<file path="src/rtl/subtract_32_bit_pkg.sv">
// ============================================================================
//  Module   : subtract_32_bit_pkg
//  Brief    : Shared width, reset value and result record for the SUB path.
//  Revision : 1.0 - initial release
// ============================================================================
`default_nettype none

package subtract_32_bit_pkg;

    localparam int WIDTH = 32;

    localparam logic [WIDTH-1:0] SUM_RESET = '0;

    typedef struct packed {
        logic             cout;
        logic [WIDTH-1:0] sum;
    } result_t;

endpackage

`default_nettype wire

</file>
<file path="src/rtl/subtract_32_bit_adder.sv">
// ============================================================================
//  Module   : adder_32_bit
//  Brief    : Combinational a + b + cin built from 4-bit carry-lookahead groups.
//  Revision : 1.0 - initial release
// ============================================================================
`default_nettype none

module adder_32_bit #(
    parameter int WIDTH = 32
) (
    input  logic [WIDTH-1:0] a_i,
    input  logic [WIDTH-1:0] b_i,
    input  logic             cin_i,
    output logic [WIDTH-1:0] sum_o,
    output logic             cout_o
);

    localparam int NGROUPS = WIDTH / 4;

    logic [NGROUPS:0] w_gc;

    assign w_gc[0] = cin_i;

    for (genvar gi = 0; gi < NGROUPS; gi++) begin : g_group
        logic [3:0] w_p;
        logic [3:0] w_g;
        logic [3:0] w_c;

        assign w_p = a_i[4*gi +: 4] ^ b_i[4*gi +: 4];
        assign w_g = a_i[4*gi +: 4] & b_i[4*gi +: 4];

        // Every carry is expanded from the group carry-in, so carries inside a group do not ripple.
        assign w_c[0] = w_gc[gi];
        assign w_c[1] = w_g[0] | (w_p[0] & w_gc[gi]);
        assign w_c[2] = w_g[1] | (w_p[1] & w_g[0]) | (w_p[1] & w_p[0] & w_gc[gi]);
        assign w_c[3] = w_g[2] | (w_p[2] & w_g[1]) | (w_p[2] & w_p[1] & w_g[0])
                      | (w_p[2] & w_p[1] & w_p[0] & w_gc[gi]);

        assign w_gc[gi+1] = w_g[3] | (w_p[3] & w_g[2]) | (w_p[3] & w_p[2] & w_g[1])
                          | (w_p[3] & w_p[2] & w_p[1] & w_g[0])
                          | (w_p[3] & w_p[2] & w_p[1] & w_p[0] & w_gc[gi]);

        assign sum_o[4*gi +: 4] = w_p ^ w_c;
    end

    assign cout_o = w_gc[NGROUPS];

endmodule

`default_nettype wire

</file>
<file path="src/rtl/subtract_32_bit.sv">
// ============================================================================
//  Module   : subtract_32_bit
//  Brief    : Registered a - b as a + ~b + 1; cout is the not-borrow flag.
//  Revision : 1.0 - initial release
// ============================================================================
`default_nettype none

module subtract_32_bit
    import subtract_32_bit_pkg::*;
(
    input  logic             clk,
    input  logic             rst,
    input  logic [WIDTH-1:0] a,
    input  logic [WIDTH-1:0] b,
    output logic [WIDTH-1:0] sum,
    output logic             cout
);

    result_t res_d;
    result_t res_q;

    adder_32_bit #(
        .WIDTH (WIDTH)
    ) u_adder (
        .a_i    (a),
        .b_i    (~b),
        .cin_i  (1'b1),
        .sum_o  (res_d.sum),
        .cout_o (res_d.cout)
    );

    always_ff @(posedge clk) begin
        if (rst) begin
            res_q.sum  <= SUM_RESET;
            res_q.cout <= 1'b0;
        end else begin
            res_q <= res_d;
        end
    end

    assign sum  = res_q.sum;
    assign cout = res_q.cout;

endmodule

`default_nettype wire

</file>
<file path="config.mk">
export PLATFORM = sky130hd
export DESIGN_NAME = subtract_32_bit
export DESIGN_NICKNAME = d
export VERILOG_FILES = /design/src/rtl/subtract_32_bit_pkg.sv /design/src/rtl/subtract_32_bit_adder.sv /design/src/rtl/subtract_32_bit.sv
export SDC_FILE = /design/constraint.sdc
export NUM_CORES = 1
export LEC_CHECK = 0
export CELL_PAD_IN_SITES_DETAIL_PLACEMENT = 1
export CELL_PAD_IN_SITES_GLOBAL_PLACEMENT = 1
export CORE_ASPECT_RATIO = 0.6
export CORE_MARGIN = 2
export CORE_UTILIZATION = 33
export CTS_CLUSTER_DIAMETER = 30
export CTS_CLUSTER_SIZE = 14
export DETAILED_ROUTE_END_ITERATION = 16
export GPL_TIMING_DRIVEN = 0
export PLACE_DENSITY_LB_ADDON = 0.15
export SLEW_MARGIN = 20
export SYNTH_ARGS = -nofsm -noshare
export SYNTH_HDL_FRONTEND = slang
export SYNTH_SLANG_ARGS = --single-unit
</file>
<file path="constraint.sdc">
create_clock -name clk -period 4.35 [get_ports clk]
set_input_delay 0.6525 -clock clk [delete_from_list [all_inputs] [get_ports clk]]
set_output_delay 0.6525 -clock clk [all_outputs]
set_load 0.1 [all_outputs]
</file>
==> flow_summary.json <==
{
  "setup_viol_count_final": 0,
  "yosysTopAreaCell": "dfxtp_1",
  "yosysWarnings": 0,
  "rows": 23,
  "crit_family": "compound AO/OA/AOI/OAI gates",
  "crit_fanout": 7,
  "synth_seq_cells": 33,
  "fin_crit_ns": 3.29,
  "ys_types": 40,
  "max_stage_delay_ns": 0.45,
  "hold_buffers": 0,
  "synth_xor_area_share_pct": 6.56,
  "initial_core_util_pct": 34.0,
  "vias": 2126,
  "endpoint_kind": "register",
  "rsz0062_at_grt": "false",
  "cts_resized": 0,
  "clk_pin_slew_worst_paths_ns": 0.06,
  "h-tree-depth": 2,
  "synth_edf_count": 0,
  "p_comb_share_pct": 46.1,
  "hold-path-cell-count": 3,
  "yosys.area_share.simple_pct": 15.5,
  "syn_area_um2": 2270,
  "cp-start-kind": "input port",
  "synth.top_cells.by_area": "dfxtp_1, ha_1, inv_1",
  "worstPathRequired_ns": 4.55,
  "core_um2": 6680,
  "antenna_found_initial": 0,
  "portBuffers": 97,
  "vias_per_cell": 4.63,
  "synth_seq_area_share_pct": 29.1,
  "timing.hold.worst_endpoint": "sum[23]",
  "yosysMostFrequentCell": "inv_1",
  "drc": 0,
  "final_max_slew_viol_count": 0,
  "ir_drop_uv": 200,
  "power.density_nw_per_um2": 406,
  "grt_pass1_vias": 2104,
  "clock-sinks": 33,
  "muxShareOfSynthArea_pct": 1.49,
  "synth_top_area_share_pct": 29.1,
  "finalHoldViolations": 0,
  "diodes": 0,
  "root_buffer": "clkbuf_16",
  "grt_pass1_wl_um": 10000,
  "clk_path_buf_depth": 2,
  "max_slew_margin_pct": 32.4,
  "finalSetupTns_ns": 0,
  "drt_iter0_drc": 35,
  "crit_top_cell": "nor2_1",
  "syn_inst": 267,
  "min_path_type": "input port to register",
  "fmax_ghz": 0.304,
  "p_int_uw": 840,
  "outcome": "completed",
  "first_pass_iters": 4,
  "die_y_um": 68.2,
  "p_switching_uw": 590,
  "grt_overflow_total": 0,
  "p_clk_share_pct": 29.1,
  "die_area_um2": 7580,
  "regArea_um2": 661,
  "hold_start": "rst",
  "cp_slowest_cell": "clkdlybuf4s50_1",
  "drive_gt1_share_pct": 5.38,
  "dp_hpwl_um": 5480,
  "min_period_over_period_pct": 75.6,
  "multi_input_area_um2": 1430,
  "drtAntennaViolNets": 0,
  "synth_flop_cell": "dfxtp_1",
  "postCtsSetupBuffers": 0,
  "synth_commonest_cells": "inv_1, nor2_1, dfxtp_1, ha_1, a21oi_1",
  "num_io_pins": 99,
  "syn-mean-instance-area_um2": 8.50,
  "synth_async_sr_flop_share_pct": 0,
  "synth_fa_ha_area_share_pct": 24.4,
  "routed_wirelength_um": 6520,
  "cp.arrival_ns": 3.49,
  "synth_compound_area_share_pct": 14.8,
  "track_usage_pct": 17.2,
  "synthToLayoutAreaGrowth_pct": 55.2,
  "die_w_um": 111,
  "synth_nets": 373,
  "wl_per_cell_um": 14.2,
  "cts_made_buffers": 5,
  "tightest_slew_ns": 1.01,
  "synth_top_family_by_area": "adder cells",
  "cp_cell_sequence": "clkdlybuf4s50_1 > inv_1 > ha_1 > a211oi_2 > o21bai_1 > a221o_1 > a22o_1 > or2_2 > nor2_1 > fa_1 > nor2_1",
  "p_leak_uw": 0.00162,
  "grt_max_degree": 11,
  "finalPower_uw": 1430,
  "gp_congestion": 0.799,
  "fillers": 800,
  "crit_type": "input port to register",
  "p_sw_share_pct": 41.2,
  "pwr-share-seq_pct": 24.8,
  "fin_nets": 477,
  "fin_util_pct": 52.8,
  "cp_num_buf_inv": 2,
  "drv_cap": 0,
  "cts_tree": "yes",
  "crit_path_start": "b[17]"
}
==> worst max-delay path by stage <==
stage,endpoint,slack [ns],cells past startpoint
after floorplan,sum[28],1.53,10
after global placement,sum[28],0.81,11
after detailed placement,sum[28],0.78,11
after CTS,sum[28],1.07,11
after global routing,sum[28],0.93,11
final,sum[28],1.06,11
==> routing by layer <==
metal	wire, µm	global-route usage (%)	share of wire [%]	vias up
li1	-	-	-	1095
met1	3190	22.7	49	976
met2	2950	28.9	45	53
met3	361	4.69	5.5	2
met4	19	3.24	0.29	0
met5	0	0	0	-
==> placed cells by master, fill, tap and decap left out, drive strengths merged, types with 3 or more instances in the layout <==
cell type / count
clkdlybuf4s50: 97
inv: 45
nor2: 40
ha: 33
dfxtp: 33
a21oi: 15
clkbuf: 11
o21ai: 10
xor2: 10
nand2: 8
nor3: 7
xnor2: 7
fa: 7
a211oi: 6
a21o: 6
nand4: 4
o21a: 4
nor2b: 3
mux2: 3
==> state kept, by name (all words and copies together) (netlist names) <==
signal / count
sum: 32
cout: 1
==> stage by stage <==
stage | area [µm²] | hold slack, ns | setup slack (ns) | cells
after floorplan | 2270 | 0.850 | 1.53 | 267
after global placement | 3350 | 1.14 | 0.805 | 451
after detailed placement | 3350 | 1.14 | 0.783 | 451
after CTS | 3520 | 0.862 | 1.07 | 459
after global routing | 3520 | 0.905 | 0.928 | 459
final | 3520 | 0.849 | 1.06 | 459
==> cells by family (layout without fill, tap and decap cells) <==
group | Yosys count | in the layout
muxes | 3 | 3
buffers and inverters | 49 | 154
and+or+nand+nor | 75 | 75
AOI/OAI and AO/OA | 50 | 50
adders and majority gates | 40 | 40
DFF | 33 | 33
xor gates and xnor gates | 17 | 17
==> final cells by class <==
type	count	area share (%)
clock buffer	7	4.05
inverter	45	4.80
multi-input combinational	185	40.5
tap	87	3.09
sequential	33	18.8
timing repair buffer	97	27.6
clock inverter	1	0.853
buffer	4	0.426
==> power groups by stage <==
stage | sequential (µW) | clock (µW) | combinational, µW
3_5_place_dp | 361 | 0 | 661
4_1_cts | 355 | 426 | 664
5_1_grt | 358 | 441 | 699
2_1_floorplan | 659 | 0 | 173
6_report | 354 | 416 | 659
3_3_place_gp | 360 | 0 | 650
No activity file was read; power rests on OpenSTA's default activity.
